[config.mk]
export PLATFORM = sky130hd
export DESIGN_NAME = multi_edge_detect
export DESIGN_NICKNAME = d
export VERILOG_FILES = /design/src/rtl/multi_edge_detect.sv
export SDC_FILE = /design/constraint.sdc
export NUM_CORES = 1
export LEC_CHECK = 0
export ABC_CLOCK_PERIOD_IN_PS = 1300
export CELL_PAD_IN_SITES_DETAIL_PLACEMENT = 1
export CELL_PAD_IN_SITES_GLOBAL_PLACEMENT = 1
export CORE_ASPECT_RATIO = 0.5
export CORE_MARGIN = 2
export CORE_UTILIZATION = 38
export DETAILED_ROUTE_END_ITERATION = 10
export GPL_ROUTABILITY_DRIVEN = 0
export PLACE_DENSITY = 0.75
export RECOVER_POWER = 50
export SLEW_MARGIN = 20
export SYNTH_ARGS = -nofsm -noshare
export SYNTH_HDL_FRONTEND = slang
export SYNTH_SLANG_ARGS = --single-unit
[constraint.sdc]
create_clock -name clk -period 1.3 [get_ports clk]
set_clock_uncertainty 0.05 [all_clocks]
set_input_delay 0.26 -clock clk [delete_from_list [all_inputs] [get_ports clk]]
set_output_delay 0.26 -clock clk [all_outputs]
set_load 0.02 [all_outputs]
[src/rtl/multi_edge_detect.sv]
// Multi-channel input conditioner: synchroniser, stable-count debounce and
// mode-selectable edge pulse per channel. Define EDGE_STICKY_EN for sticky event flags.
module multi_edge_detect #(
    parameter int N           = 4,
    parameter int SYNC_STAGES = 2,
    parameter int DB_CYCLES   = 4
) (
    input  logic             clk,
    input  logic             rst,
    input  logic [N-1:0]     s,
    input  logic [2*N-1:0]   mode,
`ifdef EDGE_STICKY_EN
    input  logic [N-1:0]     clr,
    output logic [N-1:0]     flag,
`endif
    output logic [N-1:0]     y,
    output logic [N-1:0]     level,
    output logic             any_edge
);

    localparam int            CW       = $clog2(DB_CYCLES) + 1;
    localparam logic [CW-1:0] CNT_LAST = CW'(DB_CYCLES - 1);

    logic [SYNC_STAGES-1:0] sync_q [N];
    logic [N-1:0]           sync_out;
    logic [CW-1:0]          cnt_q  [N];
    logic [CW-1:0]          cnt_d  [N];
    logic [N-1:0]           level_q, level_d;
    logic [N-1:0]           prev_q;
    logic [N-1:0]           y_q, y_d;

    always_comb begin
        for (int i = 0; i < N; i++) begin
            sync_out[i] = sync_q[i][SYNC_STAGES-1];
        end
    end

    // The count only runs while the synchronised input disagrees with the accepted level,
    // so any disagreement shorter than DB_CYCLES is dropped.
    always_comb begin
        level_d = level_q;
        y_d     = '0;
        for (int i = 0; i < N; i++) begin
            cnt_d[i] = cnt_q[i];
            if (sync_out[i] == level_q[i]) begin
                cnt_d[i] = '0;
            end else if (cnt_q[i] == CNT_LAST) begin
                level_d[i] = sync_out[i];
                cnt_d[i]   = '0;
            end else begin
                cnt_d[i] = cnt_q[i] + CW'(1);
            end
            y_d[i] = (mode[2*i]   &  level_q[i] & ~prev_q[i])
                   | (mode[2*i+1] & ~level_q[i] &  prev_q[i]);
        end
    end

    always_ff @(posedge clk) begin
        if (rst) begin
            for (int i = 0; i < N; i++) begin
                sync_q[i] <= '0;
                cnt_q[i]  <= '0;
            end
            level_q <= '0;
            prev_q  <= '0;
            y_q     <= '0;
        end else begin
            for (int i = 0; i < N; i++) begin
                sync_q[i] <= {sync_q[i][SYNC_STAGES-2:0], s[i]};
                cnt_q[i]  <= cnt_d[i];
            end
            level_q <= level_d;
            prev_q  <= level_q;
            y_q     <= y_d;
        end
    end

`ifdef EDGE_STICKY_EN
    logic [N-1:0] flag_q, flag_d;

    // A new pulse takes priority over a simultaneous clear.
    always_comb begin
        flag_d = y_q | (flag_q & ~clr);
    end

    always_ff @(posedge clk) begin
        if (rst) begin
            flag_q <= '0;
        end else begin
            flag_q <= flag_d;
        end
    end

    assign flag = flag_q;
`endif

    assign y        = y_q;
    assign level    = level_q;
    assign any_edge = |y_q;

endmodule

==> impl_metrics.env, run 1 <==
export IMPL_maxSlewHeadroom_pct=70.7
export IMPL_dp_hpwl_mm=1.63
export IMPL_timing_rr_start="cnt_q[1][0]"
export IMPL_n_antenna_cell=0
export IMPL_die_h_um=42.7
export IMPL_cts_tree="yes"
export IMPL_grt_start_max_net_pins=20
export IMPL_die_w_um=81.3
export IMPL_ys_types=14
export IMPL_crit_type="reg -> out"
export IMPL_crit_arrival_ns=1.26
export IMPL_initial_core_util_pct=41.8
export IMPL_tightestPinTransition_ns=0.439
export IMPL_p_per_area_mw_per_mm2=1200
export IMPL_clk_pin_slew_ns=0.06
export IMPL_final_max_slew_violation_count=0
export IMPL_required_ns=0.99
export IMPL_yosysSeqAreaShare_pct=56.4
export IMPL_finalSetupTns_ns=-0.477
export IMPL_slowest_stage="or4_4"
export IMPL_placed_cell_area_mm2=0.00147
export IMPL_min_from="cnt_q[1][0]"
export IMPL_min_period_ns=1.57
export IMPL_ios=23
export IMPL_core_mm2=0.00272
export IMPL_dieArea_mm2=0.00347
export IMPL_drive_gt1_share_pct=18.8
export IMPL_syn_area_mm2=0.00114
export IMPL_hp_class="reg -> reg"
export IMPL_finalSetupViolations=10
export IMPL_overflow=0
export IMPL_rows=13
export IMPL_holdBufCountCts=0
export IMPL_track_usage_pct=15.0
export IMPL_fmax_ghz=0.636
export IMPL_drtAntennaViolNets=0
export IMPL_yosys_warnings=0
export IMPL_run_status="complete, but fails checks"
export IMPL_grt_antenna_before_repair=0
export IMPL_cts_buffers=5
export IMPL_fin_hold_ws_ns=0.379
export IMPL_cts_max_level=2
export IMPL_cp_max_fo=2
export IMPL_cts_sinks=32
export IMPL_grt_pass1_wl_mm=3.75
export IMPL_grt_pass1_vias=849
export IMPL_rsz0062_at_grt="yes"
export IMPL_port_buffers=22
export IMPL_layout_commonest_cell="dfxtp_1"
export IMPL_wl_mm=2.16
export IMPL_worstSetupStartpointType="flip-flop"
export IMPL_root_buffer="clkbuf_8"
export IMPL_cap_violations=0
export IMPL_first_pass_iters=2
export IMPL_area_growth_syn_to_layout_pct=35.8
export IMPL_fin_nets=154
export IMPL_max_stage_delay_ns=0.52
export IMPL_synthCells=96
export IMPL_power_leakage_nw=0.608
export IMPL_syn_avg_cell_area_um2=11.8
export IMPL_num_vias=811
export IMPL_ys_seq_elements=32
export IMPL_max_clock_path_buffers=2
export IMPL_finalHoldViolCount=0
export IMPL_fin_crit_sh_pct=121
export IMPL_crit_chain="or4_4 -> buf_6"
export IMPL_fin_area_mm2=0.00154
export IMPL_max_vdd_ir_drop_mv=0.645
export IMPL_drc=0
export IMPL_final_cell_mix="dfxtp_1, nor2b_1, clkdlybuf4s50_1"
export IMPL_first_iter_violations=17
export IMPL_setup_worst_path_start="y[2]"
export IMPL_avgRoutedWirePerCell_um=12.7
export IMPL_clock_latency_ns=0.28
export IMPL_fin_ws_ns=-0.271
export IMPL_via_per_inst=4.77
export IMPL_utilization_pct=56.8
export IMPL_critPathCaptureType="primary output"
export IMPL_violations="negative setup slack"
export IMPL_syn_nets=118
==> layout make-up <==
cell class	count	area [um2]
clock buffers	8	90.1
fillers	301	1170
inverters	4	15.0
multi-input cells	57	473
flip-flops and latches	32	643
well taps	37	46.3
repair buffers	32	275
==> kinds of logic (layout without fill, tap and decap cells) <==
family                     Yosys count  count (layout)  share of synthesized area (%)
adders and majority gates            8               8                           8.81
AOI/OAI and AO/OA                    4               4                           1.76
muxes                                4               4                           3.52
buffers and inverters                7              44                           2.86
and+or+nand+nor                     37              37                           23.6
xor gates and xnor gates             4               4                           3.08
DFF                                 32              32                           56.4
==> critical path: cells and delay by family, from the launching register on <==
family	cells	cell delay, ns
flops	1	0.32
simple gates	1	0.52
buf+inv	1	0.15
==> per-layer routing <==
layer  GRT usage (%)  vias up  share of wire (%)
li1                -      409                  -
met1            17.4      380                 48
met2            24.3       15                 45
met3            5.74        7                4.6
met4            7.12        0                2.1
met5               0        -                  0
==> synth_stat cells (all sizes together) <==
| cell | count | area, um2 |
|---|---|---|
| a21oi | 4 | 20.0 |
| nor4 | 8 | 50.1 |
| or4 | 1 | 7.51 |
| nor2b | 12 | 75.1 |
| mux2i | 4 | 40.0 |
| xnor2 | 4 | 35.0 |
| buf | 3 | 17.5 |
| dfxtp | 32 | 641 |
| nor2 | 4 | 15.0 |
| inv | 4 | 15.0 |
| nand3b | 8 | 60.1 |
| ha | 8 | 100 |
| nor4b | 4 | 60.1 |
==> power by group <==
group / leakage [nW] / total, W / switching (W) / internal, W
sequential: 0.261 / 0.00100 / 0.00000634 / 0.000996
clock: 0.0455 / 0.000773 / 0.000342 / 0.000431
combinational: 0.302 / 0.0000806 / 0.0000324 / 0.0000483
==> registers in the layout (all words and copies together), names as in the netlist <==
register  flops
level         4
cnt_q        12
prev_q        4
sync_q        8
y             4
==> through the flow <==
step                      instances  setup WS (ns)  power (W)
after detailed placement        161         -0.368    0.00111
after floorplan                  96         0.0441    0.00106
final                           170         -0.271    0.00186
after CTS                       170         -0.273    0.00189
after global placement          161         -0.356    0.00111
after global routing            170         -0.297    0.00193
==> worst paths after layout <==
| check | to | slack, ns | cells past startpoint |
|---|---|---|---|
| max | any_edge | -0.27 | 2 |
| min | cnt_q[1][0] | 0.38 | 1 |
| max reg2reg | level[1] | 0.09 | 4 |
| min reg2reg | cnt_q[1][0] | 0.38 | 1 |
==> timing repair <==
action | in CTS | in global routing
endpoints found under the setup margin | 9 | 5
hold endpoints to repair | 0 | 0
buffers inserted | 1 | 0
pin swaps | 1 | 0
resized for setup | 20 | 5
No activity file was read; power rests on OpenSTA's default activity.
==> run 2, diff against run 1 <==
--- a/config.mk
+++ b/config.mk
@@ -9,7 +9,6 @@
 export CELL_PAD_IN_SITES_DETAIL_PLACEMENT = 1
 export CELL_PAD_IN_SITES_GLOBAL_PLACEMENT = 1
 export CORE_ASPECT_RATIO = 0.5
-export CORE_MARGIN = 2
 export CORE_UTILIZATION = 38
 export DETAILED_ROUTE_END_ITERATION = 10
 export GPL_ROUTABILITY_DRIVEN = 0
@@ -19,3 +18,4 @@
 export SYNTH_ARGS = -nofsm -noshare
 export SYNTH_HDL_FRONTEND = slang
 export SYNTH_SLANG_ARGS = --single-unit
+export TNS_END_PERCENT = 100
==> run 2 against run 1 <==
Compared with the run above:
- the flow still finishes with violations (negative setup slack)
- setup slack better by 0.017 ns
- combinational power is 4.8% lower
- die area is 7.0% lower
- sequential power about the same
- sequential share of layout area grew 0.84 points
==> impl_metrics.env, run 2 (same netlist as run 1, synthesis figures left out) <==
export IMPL_run_status="complete, but fails checks"
export IMPL_violations="negative setup slack"
export IMPL_track_usage_pct=13.6
export IMPL_critPathCaptureType="primary output"
export IMPL_combinationalPowerShare_pct=4.2
export IMPL_clkPwrFrac_pct=41.2
export IMPL_port_buffers=22
export IMPL_fmax_ghz=0.643
export IMPL_max_stage_delay_ns=0.52
export IMPL_grt_start_max_net_pins=33
export IMPL_core_mm2=0.00272
export IMPL_tightestPinTransition_ns=0.362
export IMPL_largest_reg_flops=12
export IMPL_finalHoldViolCount=0
export IMPL_slowest_stage="or4_4"
export IMPL_finalSetupViolations=2
export IMPL_pre_cts_ws_ns=-0.355
export IMPL_cts_sinks=32
export IMPL_max_vdd_ir_drop_mv=0.836
export IMPL_finalSetupTns_ns=-0.257
export IMPL_first_iter_violations=6
export IMPL_grt_antenna_before_repair=0
export IMPL_max_flop_register="cnt_q"
export IMPL_overflow=0
export IMPL_cts_tree="yes"
export IMPL_grt_pass1_vias=647
export IMPL_stdcell_count=165
export IMPL_max_clock_path_buffers=2
export IMPL_area_growth_syn_to_layout_pct=32.6
export IMPL_r2r_setup_slack_ns=0.11
export IMPL_required_ns=0.99
export IMPL_drc=0
export IMPL_clock_latency_ns=0.27
export IMPL_ios=23
export IMPL_root_buffer="clkbuf_8"
export IMPL_n_antenna_cell=0
export IMPL_reg2reg_to="level[2]"
export IMPL_worstRegToRegCells=4
export IMPL_hold_path_depth=1
export IMPL_drtAntennaViolNets=0
export IMPL_worstSetupStartpointType="flip-flop"
export IMPL_maxSlewHeadroom_pct=75.7
export IMPL_top_regs="cnt_q (12), sync_q (8)"
export IMPL_die_h_um=40.7
export IMPL_cts_buffers=5
export IMPL_dp_hpwl_mm=1.43
export IMPL_fin_ws_ns=-0.254
export IMPL_first_pass_iters=4
export IMPL_setup_worst_path_start="y[1]"
export IMPL_timing_rr_start="cnt_q[2][0]"
export IMPL_initial_core_util_pct=41.8
export IMPL_switchingPower_w=0.000370
export IMPL_switching_share_pct=20.2
export IMPL_layout_commonest_cell="dfxtp_1"
export IMPL_rsz0062_at_grt="yes"
export IMPL_die_w_um=79.3
export IMPL_dieArea_mm2=0.00323
export IMPL_cts_max_level=2
export IMPL_avgRoutedWirePerCell_um=11.8
export IMPL_crit_type="reg -> out"
export IMPL_cap_violations=0
export IMPL_crit_chain="or4_4 -> buf_6"
export IMPL_crit_arrival_ns=1.24
export IMPL_dp_cells=157
export IMPL_p_int_w=0.00147
export IMPL_clk_pin_slew_ns=0.06
export IMPL_hp_class="reg -> reg"
export IMPL_final_max_slew_violation_count=0
export IMPL_fin_hold_ws_ns=0.381
export IMPL_fin_nets=149
export IMPL_via_per_inst=4.65
export IMPL_drive_gt1_share_pct=14.8
export IMPL_grt_pass1_wl_mm=2.93
export IMPL_power_frac_seq_pct=54.6
export IMPL_power_leakage_nw=0.588
export IMPL_num_vias=768
export IMPL_cts_setup_buffers=0
export IMPL_cp_max_fo=2
export IMPL_rows=13
export IMPL_fin_crit_sh_pct=120
export IMPL_p_per_area_mw_per_mm2=1220
export IMPL_wl_mm=1.95
export IMPL_min_period_ns=1.55
export IMPL_final_cell_mix="dfxtp_1, nor2b_1, clkdlybuf4s50_1"
export IMPL_worstSetupEndpoint="any_edge"
==> run 2: changes by cell type in the layout (fill, tap and decap cells not counted), moves of 2 or more <==
cell      previous run  this run
clkinv_2             0         2
dfxtp_2              2         0
clkbuf_1             4         1
buf_4                7         4
dfxtp_1             30        32
==> run 2: through the flow <==
step | instance area [um2] | utilization, % | power (W)
after floorplan | 1140 | - | 0.00106
after CTS | 1520 | 56.1 | 0.00186
final | 1510 | 55.5 | 0.00183
after global routing | 1510 | 55.5 | 0.00190
after global placement | 1440 | 53.0 | 0.00111
after detailed placement | 1440 | 53.0 | 0.00111
==> run 2: timing repair <==
item / in CTS / in global routing
resized for setup: 14 / 3
hold buffers: 0 / 0
setup endpoints to repair: 9 / 4
==> run 2: area by class of cell <==
cell class,instances,area (um2)
Sequential cell,32,641
Fill cell,289,1210
Clock inverter,2,10.0
Inverter,4,15.0
Clock buffer,6,82.6
Multi-Input combinational cell,57,467
Tap cell,37,46.3
Timing Repair Buffer,27,245
==> run 2: power by group through the flow <==
stage	combinational [W]	clock, W	sequential [W]
after floorplan	0.0000333	0	0.00102
after global placement	0.0000824	0	0.00102
after detailed placement	0.0000828	0	0.00102
after CTS	0.0000839	0.000778	0.00100
after global routing	0.0000841	0.000815	0.00100
final	0.0000767	0.000756	0.00100
==> run 2: worst max-delay path, delay by kind of cell, from the launching register on <==
family	cells	cell delay [ns]
simple gates	1	0.52
flops	1	0.31
buf+inv	1	0.14
==> run 2: routing by layer <==
layer	part of all wire [%]	global-route usage [%]	wire length (um)
met1	47	14.9	911
met2	48	23.3	937
met3	4.1	6.67	81
met4	1.1	6.82	21
met5	0	0	0
==> run 2: worst min-delay path by stage <==
stage | start | end | slack (ns)
5_1_grt | cnt_q[0][0] | cnt_q[0][0] | 0.41
3_5_place_dp | cnt_q[2][0] | cnt_q[2][0] | 0.38
6_report | cnt_q[1][0] | cnt_q[1][0] | 0.38
3_3_place_gp | sync_q[3][0] | sync_q[3][1] | 0.37
2_1_floorplan | rst | sync_q[1][1] | 0.28
4_1_cts | cnt_q[1][0] | cnt_q[1][0] | 0.39
==> run 3, diff against run 2 <==
--- a/config.mk
+++ b/config.mk
@@ -10,6 +10,7 @@
 export CELL_PAD_IN_SITES_GLOBAL_PLACEMENT = 1
 export CORE_ASPECT_RATIO = 0.5
 export CORE_UTILIZATION = 38
+export CTS_BUF_LIST = sky130_fd_sc_hd__clkbuf_16
 export DETAILED_ROUTE_END_ITERATION = 10
 export GPL_ROUTABILITY_DRIVEN = 0
 export PLACE_DENSITY = 0.75
==> run 3 against run 2 <==
Compared with the run above:
- setup slack lost 0.0067 ns
- die area is the same
- global-route usage grew 0.61 points
- the flow still finishes with violations (negative setup slack)
- non-clock buffer count is the same
- sequential share of layout area shrank 1.4 points
- register-to-register slack lost 0.02 ns
- largest cell class unchanged
==> impl_metrics.env, run 3 (same netlist as run 1, synthesis figures left out) <==
export IMPL_final_cell_mix="dfxtp_1, nor2b_1, clkdlybuf4s50_1"
export IMPL_max_clock_path_buffers=2
export IMPL_die_h_um=40.7
export IMPL_top_regs="cnt_q (12), sync_q (8)"
export IMPL_ios=23
export IMPL_p_per_area_mw_per_mm2=1390
export IMPL_hp_class="reg -> reg"
export IMPL_cts_tree="yes"
export IMPL_min_period_ns=1.56
export IMPL_track_usage_pct=14.2
export IMPL_combinationalPowerShare_pct=3.6
export IMPL_core_mm2=0.00272
export IMPL_crit_chain="or4_4 -> buf_6"
export IMPL_run_status="complete, but fails checks"
export IMPL_wl_mm=2.02
export IMPL_avgRoutedWirePerCell_um=12.3
export IMPL_finalHoldViolCount=0
export IMPL_grt_pass1_vias=647
export IMPL_fin_hold_ws_ns=0.380
export IMPL_num_vias=769
export IMPL_total_power_w=0.00216
export IMPL_grt_start_max_net_pins=33
export IMPL_overflow=0
export IMPL_via_per_inst=4.66
export IMPL_fmax_ghz=0.641
export IMPL_fin_ws_ns=-0.261
export IMPL_power_leakage_nw=0.612
export IMPL_drtAntennaViolNets=0
export IMPL_max_flop_register="cnt_q"
export IMPL_fin_nets=149
export IMPL_area_growth_syn_to_layout_pct=37.3
export IMPL_tightestPinTransition_ns=0.369
export IMPL_first_pass_iters=3
export IMPL_slowest_stage="or4_4"
export IMPL_largest_reg_flops=12
export IMPL_cap_violations=0
export IMPL_dieArea_mm2=0.00323
export IMPL_max_vdd_ir_drop_mv=0.884
export IMPL_drive_gt1_share_pct=14.8
export IMPL_rows=13
export IMPL_max_stage_delay_ns=0.52
export IMPL_die_w_um=79.3
export IMPL_finalSetupViolations=1
export IMPL_initial_core_util_pct=41.8
export IMPL_violations="negative setup slack"
export IMPL_cts_buffers=5
export IMPL_worstSetupStartpointType="flip-flop"
export IMPL_cp_max_fo=2
export IMPL_n_antenna_cell=0
export IMPL_utilization_pct=57.4
export IMPL_rsz0062_at_grt="yes"
export IMPL_grt_pass1_wl_mm=2.96
export IMPL_final_max_slew_violation_count=0
export IMPL_cts_sinks=32
export IMPL_fin_crit_sh_pct=120
export IMPL_clk_pin_slew_ns=0.05
export IMPL_required_ns=0.99
export IMPL_grt_antenna_before_repair=0
export IMPL_clock_latency_ns=0.27
export IMPL_maxSlewHeadroom_pct=75.4
export IMPL_port_buffers=22
export IMPL_cts_max_level=2
export IMPL_power_frac_seq_pct=46.4
export IMPL_crit_type="reg -> out"
export IMPL_switching_share_pct=19.6
export IMPL_drc=0
export IMPL_root_buffer="clkbuf_16"
export IMPL_layout_commonest_cell="dfxtp_1"
export IMPL_dp_hpwl_mm=1.43
export IMPL_first_iter_violations=13
export IMPL_crit_arrival_ns=1.25
export IMPL_p_int_w=0.00174
export IMPL_switchingPower_w=0.000424
export IMPL_clkPwrFrac_pct=50.0
export IMPL_critPathCaptureType="primary output"
==> run 3: cell types whose count changed in the layout (fill, tap and decap cells not counted) <==
| cell | delta |
|---|---|
| clkbuf_1 | -1 |
| clkbuf_16 | +5 |
| clkbuf_8 | -6 |
| clkdlybuf4s15_1 | +1 |
| clkinv_1 | +1 |
| dfxtp_1 | -1 |
| dfxtp_2 | +1 |
==> run 3: worst paths after layout <==
kind / from / to / slack (ns) / cells past startpoint
hold / removal: cnt_q[1][0] / cnt_q[1][0] / 0.38 / 1
setup / recovery: y[1] / any_edge / -0.26 / 2
hold reg to reg: cnt_q[1][0] / cnt_q[1][0] / 0.38 / 1
setup reg to reg: cnt_q[3][0] / level[3] / 0.09 / 4
==> run 3: cell type report <==
| type | instances | area, um2 |
|---|---|---|
| sequential | 32 | 642 |
| tap | 37 | 46.3 |
| clock buffer | 5 | 125 |
| multi-input combinational | 57 | 467 |
| clock inverter | 3 | 13.8 |
| inverter | 4 | 15.0 |
| timing repair buffer | 27 | 251 |
| fill | 275 | 1160 |
==> run 3: metrics by stage <==
step / cell area (um2) / std cells / setup slack [ns] / TNS [ns]
floorplan: 1140 / 96 / 0.0441 / 0
global placement: 1440 / 157 / -0.351 / -0.351
detailed placement: 1440 / 157 / -0.355 / -0.428
CTS: 1570 / 165 / -0.271 / -0.271
global route: 1560 / 165 / -0.282 / -0.583
finish: 1560 / 165 / -0.261 / -0.261
==> run 3: power groups by stage <==
stage	combinational [W]	clock [W]	sequential, W
2_1_floorplan	0.0000333	0	0.00102
3_3_place_gp	0.0000824	0	0.00102
3_5_place_dp	0.0000828	0	0.00102
4_1_cts	0.0000834	0.00111	0.00100
5_1_grt	0.0000837	0.00114	0.00100
6_report	0.0000769	0.00108	0.00100
==> run 3: layer usage <==
metal	vias up	track usage, %	wire length (um)
met5	-	0	0
met4	0	9.55	46
met3	4	8.67	106
met2	14	22.2	933
met1	357	15.1	937
li1	394	-	-
==> run 3: repair_timing <==
item / CTS / global route
resized for setup: 15 / 2
hold buffers: 0 / 0
buffers inserted: 0 / 0
hold endpoints to repair: 0 / 0
endpoints found under the setup margin: 9 / 3
==> run 3: critical path: cells and delay by family, from the launching register on <==
kind | cells | cell delay, ns
AND/OR/NAND/NOR | 1 | 0.52
flip-flops | 1 | 0.31
buffers and inverters | 1 | 0.14
